File: config.mk
export PLATFORM = sky130hd
export DESIGN_NAME = usr_burst_flat
export DESIGN_NICKNAME = d
export VERILOG_FILES = /design/src/rtl/usr_pkg.sv /design/src/rtl/usr_burst_if.sv /design/src/rtl/usr_step.sv /design/src/rtl/usr_burst.sv /design/src/flat_wrapper.sv
export SDC_FILE = /design/constraint.sdc
export NUM_CORES = 1
export LEC_CHECK = 0
export BUFFER_PORTS_ARGS = -buffer_cell sky130_fd_sc_hd__buf_2
export CAP_MARGIN = 40
export CORE_ASPECT_RATIO = 1.5
export CORE_MARGIN = 5
export CORE_UTILIZATION = 52
export CTS_BUF_LIST = sky130_fd_sc_hd__clkbuf_16
export DETAILED_ROUTE_END_ITERATION = 7
export GPL_ROUTABILITY_DRIVEN = 1
export PLACE_DENSITY = 0.76
export SLEW_MARGIN = 20
export SYNTH_ARGS = -nofsm -noshare
export SYNTH_HDL_FRONTEND = slang
export SYNTH_SLANG_ARGS = --single-unit
File: constraint.sdc
create_clock -name clk -period 2.43 [get_ports clk]
set_input_delay 0.243 -clock clk [delete_from_list [all_inputs] [get_ports clk]]
set_output_delay 0.243 -clock clk [all_outputs]
set_load 0.005 [all_outputs]
File: src/rtl/usr_pkg.sv
// ----------------------------------------------------------------------------
// usr_pkg
// Shared definitions for the universal shift register with burst engine:
//   - 3-bit mode encodings MODE_HOLD..MODE_RSVD
//   - FSM state type (ST_IDLE, ST_RUN)
//   - is_shift_mode(): true for modes a burst is allowed to repeat
// ----------------------------------------------------------------------------
package usr_pkg;

    localparam logic [2:0] MODE_HOLD = 3'd0;
    localparam logic [2:0] MODE_SHL  = 3'd1;
    localparam logic [2:0] MODE_SHR  = 3'd2;
    localparam logic [2:0] MODE_LOAD = 3'd3;
    localparam logic [2:0] MODE_ROL  = 3'd4;
    localparam logic [2:0] MODE_ROR  = 3'd5;
    localparam logic [2:0] MODE_ASR  = 3'd6;
    localparam logic [2:0] MODE_RSVD = 3'd7;

    typedef enum logic {
        ST_IDLE = 1'b0,
        ST_RUN  = 1'b1
    } state_e;

    // Hold, load and the reserved code make no sense repeated N times, so a
    // burst request carrying them degrades to an ordinary single step.
    function automatic logic is_shift_mode(input logic [2:0] mode);
        return (mode == MODE_SHL) || (mode == MODE_SHR) || (mode == MODE_ROL) ||
               (mode == MODE_ROR) || (mode == MODE_ASR);
    endfunction

endpackage

File: src/rtl/usr_burst_if.sv
// ----------------------------------------------------------------------------
// usr_burst_if
// Control/data bundle of usr_burst.
//   master (requester): drives en, select, lin, rin, par_in, start, count;
//                       observes q, sout_l, sout_r, busy, done.
//   slave  (usr_burst): the reverse directions.
// ----------------------------------------------------------------------------
interface usr_burst_if #(
    parameter int WIDTH = 8,
    parameter int CNT_W = 4
);
    logic             en;
    logic [2:0]       select;
    logic             lin;
    logic             rin;
    logic [WIDTH-1:0] par_in;
    logic             start;
    logic [CNT_W-1:0] count;
    logic [WIDTH-1:0] q;
    logic             sout_l;
    logic             sout_r;
    logic             busy;
    logic             done;

    modport master (
        output en, select, lin, rin, par_in, start, count,
        input  q, sout_l, sout_r, busy, done
    );

    modport slave (
        input  en, select, lin, rin, par_in, start, count,
        output q, sout_l, sout_r, busy, done
    );
endinterface

File: src/rtl/usr_step.sv
// ----------------------------------------------------------------------------
// usr_step
// Purely combinational next-value function of the shift register.
//   q      : current register contents
//   mode   : operation code (usr_pkg MODE_*)
//   lin    : serial bit entering the MSB on shr
//   rin    : serial bit entering the LSB on shl
//   par_in : parallel load data
//   nxt    : value the register takes if this step is applied
// ----------------------------------------------------------------------------
module usr_step
    import usr_pkg::*;
#(
    parameter int WIDTH = 8
) (
    input  logic [WIDTH-1:0] q,
    input  logic [2:0]       mode,
    input  logic             lin,
    input  logic             rin,
    input  logic [WIDTH-1:0] par_in,
    output logic [WIDTH-1:0] nxt
);

    always_comb begin
        nxt = q;
        case (mode)
            MODE_SHL:  nxt = {q[WIDTH-2:0], rin};
            MODE_SHR:  nxt = {lin, q[WIDTH-1:1]};
            MODE_LOAD: nxt = par_in;
            MODE_ROL:  nxt = {q[WIDTH-2:0], q[WIDTH-1]};
            MODE_ROR:  nxt = {q[0], q[WIDTH-1:1]};
            MODE_ASR:  nxt = {q[WIDTH-1], q[WIDTH-1:1]};
            default:   nxt = q;
        endcase
    end

endmodule

File: src/rtl/usr_burst.sv
// ----------------------------------------------------------------------------
// usr_burst
// Parametrised universal shift register with a burst engine that repeats a
// shift mode `count` times from a single start request.
//   clk : rising-edge clock
//   clr : asynchronous active-low reset (abandons any burst, no done pulse)
//   bus : usr_burst_if.slave
//         en/select/lin/rin/par_in  single-step controls (acted on when idle)
//         start/count               burst request, sampled when idle
//         q                         register contents (registered)
//         sout_l/sout_r             q MSB / LSB (combinational from q)
//         busy                      burst in progress (registered)
//         done                      one-cycle pulse at burst end (registered)
// ----------------------------------------------------------------------------
module usr_burst
    import usr_pkg::*;
#(
    parameter int WIDTH = 8,
    parameter int CNT_W = 4
) (
    input  logic        clk,
    input  logic        clr,
    usr_burst_if.slave  bus
);

    state_e           state_q;
    logic [2:0]       mode_q;
    logic [CNT_W-1:0] rem_q;
    logic [WIDTH-1:0] q_q;
    logic             busy_q;
    logic             done_q;

    logic [2:0]       step_mode;
    logic [WIDTH-1:0] q_d;

    // While running, the latched mode drives the step; the live select is
    // ignored so upstream may change it freely during a burst.
    assign step_mode = (state_q == ST_RUN) ? mode_q : bus.select;

    usr_step #(.WIDTH(WIDTH)) u_step (
        .q      (q_q),
        .mode   (step_mode),
        .lin    (bus.lin),
        .rin    (bus.rin),
        .par_in (bus.par_in),
        .nxt    (q_d)
    );

    always_ff @(posedge clk or negedge clr) begin
        if (!clr) begin
            state_q <= ST_IDLE;
            mode_q  <= MODE_HOLD;
            rem_q   <= '0;
            q_q     <= '0;
            busy_q  <= 1'b0;
            done_q  <= 1'b0;
        end else begin
            done_q <= 1'b0;
            case (state_q)
                ST_IDLE: begin
                    if (bus.start && is_shift_mode(bus.select)) begin
                        // Capture edge: q is left untouched, shifting starts
                        // on the following edge.
                        if (bus.count != '0) begin
                            mode_q  <= bus.select;
                            rem_q   <= bus.count;
                            state_q <= ST_RUN;
                            busy_q  <= 1'b1;
                        end else begin
                            done_q <= 1'b1;
                        end
                    end else if (bus.en) begin
                        q_q <= q_d;
                    end
                end
                ST_RUN: begin
                    q_q   <= q_d;
                    rem_q <= rem_q - CNT_W'(1);
                    if (rem_q == CNT_W'(1)) begin
                        state_q <= ST_IDLE;
                        busy_q  <= 1'b0;
                        done_q  <= 1'b1;
                    end
                end
                default: state_q <= ST_IDLE;
            endcase
        end
    end

    assign bus.q      = q_q;
    assign bus.sout_l = q_q[WIDTH-1];
    assign bus.sout_r = q_q[0];
    assign bus.busy   = busy_q;
    assign bus.done   = done_q;

endmodule

File: src/flat_wrapper.sv
// flat-port wrapper written by rule: the top's interface ports become plain ports
module usr_burst_flat import usr_pkg::*;
#(
    parameter int WIDTH = 8,
    parameter int CNT_W = 4
)
  (clk, clr, bus_en, bus_select, bus_lin, bus_rin, bus_par_in, bus_start, bus_count, bus_q, bus_sout_l, bus_sout_r, bus_busy, bus_done);
  usr_burst_if #(.WIDTH(WIDTH), .CNT_W(CNT_W)) bus_i ();
  input  logic clk;
  input  logic clr;
  input wire logic [$bits(bus_i.en)-1:0] bus_en;
  input wire logic [$bits(bus_i.select)-1:0] bus_select;
  input wire logic [$bits(bus_i.lin)-1:0] bus_lin;
  input wire logic [$bits(bus_i.rin)-1:0] bus_rin;
  input wire logic [$bits(bus_i.par_in)-1:0] bus_par_in;
  input wire logic [$bits(bus_i.start)-1:0] bus_start;
  input wire logic [$bits(bus_i.count)-1:0] bus_count;
  output wire logic [$bits(bus_i.q)-1:0] bus_q;
  output wire logic [$bits(bus_i.sout_l)-1:0] bus_sout_l;
  output wire logic [$bits(bus_i.sout_r)-1:0] bus_sout_r;
  output wire logic [$bits(bus_i.busy)-1:0] bus_busy;
  output wire logic [$bits(bus_i.done)-1:0] bus_done;
  assign bus_i.en = bus_en;
  assign bus_i.select = bus_select;
  assign bus_i.lin = bus_lin;
  assign bus_i.rin = bus_rin;
  assign bus_i.par_in = bus_par_in;
  assign bus_i.start = bus_start;
  assign bus_i.count = bus_count;
  assign bus_q = bus_i.q;
  assign bus_sout_l = bus_i.sout_l;
  assign bus_sout_r = bus_i.sout_r;
  assign bus_busy = bus_i.busy;
  assign bus_done = bus_i.done;
  usr_burst #(.WIDTH(WIDTH), .CNT_W(CNT_W)) u_core (.clk(clk), .clr(clr), .bus(bus_i));
endmodule
==> results.md <==
* Status: complete, no violations
* Pre-CTS setup slack at around 360 ps
* Clk network pwr share at 0.132
* Combinational fraction of design power at 0.611
* Synth top area share at 0.355
* Worst Max-Slew Pin Slew at ~570 ps
* Synth Area in Compound Gates at 0.289
* Hold Crit Start: bus_select[0]
* Clock sink total at 18
* Cell taking the most area after synthesis: dfrtp_1
* Die X at 50.3 um
* Power per cell area at between 1500 and 2000 nW/um2
* Routability Congestion at about 0.86
* RR Endpoint: u_core.bus.q[5]$_DFFE_PN0P_
* Max-cap violations at 0
* Post-route setup slack at between 200 and 300 ps
* Synth Cell Area at around 1300 um2
* Critical Path Start Type: flip-flop
* Vias in the first global route at around 1100
* Largest family of logic cells by synthesized area: compound AO/OA/AOI/OAI gates
* Number of diodes at 0
* Setup Skew at between 2 and 3 ps
* Vert. Die Dim at a little over 70 um
* Internal Power at between 0.001 and 0.0015 W
* # nets final at 184
* Wire per inst at between 15 and 20 um
* Initial Util at 0.530
* CP max FO at 8
* I/O pin count at 33
* Maximum vdd drop at 1.03 mV
* Syn_nets at 150
* Pre-Repair DR Iteration Count at 4
* Max Freq at about 0.47 GHz
* Synth Area per Inst at 10.3 um2
* Share of cells above drive strength 1 at 0.359
* Total track usage at 0.172
* Class of the worst hold path: input port to flip-flop
* Congestion Overflow GR at 0
* Drt drc at 0
* Critical R2R Launch: u_core.state_q$_DFF_PN0_
* Post-synthesis sequential area ratio at 0.355
* Core Region at roughly 2400 um2
* Unrepaired setup endpoints after global routing: no
* Clock tree buffer depth at 2
* Row cnt at 22
* Post-synthesis adder-cell area fraction at 0.0592
* Layout area overhead at 19.3%
* Final setup fails at 0
* Post-synth EDFFs at 0
* Arrival time worst endpoint at 2290 ps
* Synth warn at 0
* Post-synthesis mux area share at 0.106
* Hold path depth at 2
* H-tree Lvls at 1
* Worst R2R Path Depth at 6
* Critical path required time at ~2600 ps
* Critical path class: flip-flop to flip-flop
* # port buffers at 32
* Syn Inst Count at ~120
* Reg-to-reg setup timing slack at roughly 300 ps
* Worst skew pair latency at between 200 and 250 ps
* Net Sw Power at 0.00104 W
* CTS buffer count at 3
* Antenna Violating Nets Remaining at 0
* Minimum clock period at between 2000 and 2500 ps
* Most common cell after layout, fill and taps aside: buf_2
* Most frequent cells in the layout: buf_2 (32), dfrtp_1 (18), a21oi_1 (14)
* Worst setup EP type: flip-flop
* Ys flop type: dfrtp_1
* Via/cell ratio at between 6 and 7
* Register share of total power at 0.257
* Slew Viols, Final at 0
* Pin count of the biggest net entering global routing at 19
* CTS resizes at 0
* Clock tree from TritonCTS: yes
* Final Cycle Share at 0.877
* Initial drt markers at 16
* Clock Pin Slew Worst Setup and Hold Paths at approximately 50 ps
* Slew Limit Headroom at 0.619
* Final hold slack at between 300 and 400 ps
* Switching share of total power at 0.430
* Hold Vio Cnt, Final at 0
* Register bit total from synthesis at 18
* Simple-gate share of the synthesized area at 0.118
* First-pass GRT wire length at 4.91 mm
* Top area cells in the synthesized netlist: dfrtp_1 (36%), a31oi_2 (6.9%), ha_1 (5.9%), a21oi_1 (5.5%), mux2i_1 (3.9%)
* Setup TNS Final at 0 ps
* Die area at between 3000 and 4000 um2
* Xor/xnor share of the synthesized area at 0.0138
* Leak pwr at 0.693 nW
* Post-DP HPWL at between 2 and 2.5 mm
* Ys async rst share at 1.00
* Initial antenna violation count at 0
* Final WL at roughly 2.8 mm
* CTS root buffer: clkbuf_16
* Routed vias at ~1100
* Synth unique cells at 42
* Hold endpoint: u_core.mode_q[0]$_DFFE_PN0P_
[logic make-up after synthesis]
group	count (synthesis)
buffers and inverters	13
AOI/OAI and AO/OA	48
DFF	18
xor gates and xnor gates	2
muxes	12
adders and majority gates	6
and+or+nand+nor	24
[stage by stage]
step                       util  cells  cell area, um2  total power, W
after floorplan               -    123            1270         0.00181
after global placement    0.595    175            1430         0.00207
after detailed placement  0.595    175            1430         0.00212
after CTS                 0.632    180            1510         0.00245
after global routing      0.632    180            1510         0.00266
final                     0.632    180            1510         0.00243
[flip-flops by register name, summed over array words and instances (netlist names)]
| register | cells |
|---|---|
| u_core.bus.q | 8 |
| u_core.bus.busy | 1 |
| u_core.state_q | 1 |
| u_core.mode_q | 3 |
| u_core.bus.done | 1 |
| u_core.rem_q | 4 |
[worst max-delay path, cell delays in order, from the launching register on]
cell and delay [ps]:
dfrtp_1 390, mux2i_1 300, inv_1 100, ha_1 300, nor3_1 520, o21ai_0 230
a31oi_2 210
[worst max path at each step]
stage	start	to	slack, ps	depth (start not counted)
global route	u_core.state_q$_DFF_PN0_	u_core.bus.q[5]$_DFFE_PN0P_	150	6
CTS	u_core.state_q$_DFF_PN0_	u_core.bus.q[5]$_DFFE_PN0P_	350	6
floorplan	u_core.state_q$_DFF_PN0_	u_core.bus.q[7]$_DFFE_PN0P_	360	7
global placement	u_core.state_q$_DFF_PN0_	u_core.bus.q[7]$_DFFE_PN0P_	430	6
detailed placement	u_core.state_q$_DFF_PN0_	u_core.bus.q[7]$_DFFE_PN0P_	360	6
finish	u_core.state_q$_DFF_PN0_	u_core.bus.q[5]$_DFFE_PN0P_	300	6
[timing repair]
action | CTS | global route
hold buffers | 1 | 0
buffers inserted | 0 | 0
hold endpoints to repair | 18 | 0
[per-layer routing]
| layer | share of wire | GRT usage | up-vias |
|---|---|---|---|
| met5 | 0 | 0 | - |
| met1 | 0.40 | 0.217 | 512 |
| met2 | 0.51 | 0.277 | 36 |
| met4 | 0.014 | 0.0767 | 0 |
| li1 | - | - | 533 |
| met3 | 0.069 | 0.0320 | 5 |
[power groups by stage]
stage               Combinational [W]  Clock, W  Sequential [W]
global route                  0.00166  0.000344        0.000653
floorplan                     0.00122         0        0.000591
detailed placement            0.00150         0        0.000622
finish                        0.00148  0.000320        0.000624
global placement              0.00146         0        0.000613
CTS                           0.00150  0.000329        0.000623
[cells in the mapped netlist, drive strengths merged, types with 3 or more instances]
| master | number |
|---|---|
| mux2i | 7 |
| nand2 | 3 |
| ha | 6 |
| and2 | 3 |
| inv | 7 |
| a221oi | 4 |
| buf | 6 |
| o21ai | 7 |
| nor2 | 7 |
| a21oi | 14 |
| a22oi | 6 |
| dfrtp | 18 |
| a31oi | 7 |
| mux2 | 5 |
[area by class of cell]
| type | count | area [um2] |
|---|---|---|
| clock buffer | 3 | 75.1 |
| tap | 24 | 30.0 |
| clock inverter | 1 | 3.75 |
| timing repair buffer | 35 | 185 |
| multi-input combinational | 92 | 743 |
| sequential | 18 | 450 |
| fill | 208 | 881 |
| inverter | 7 | 26.3 |
No activity file was read; power rests on OpenSTA's default activity.
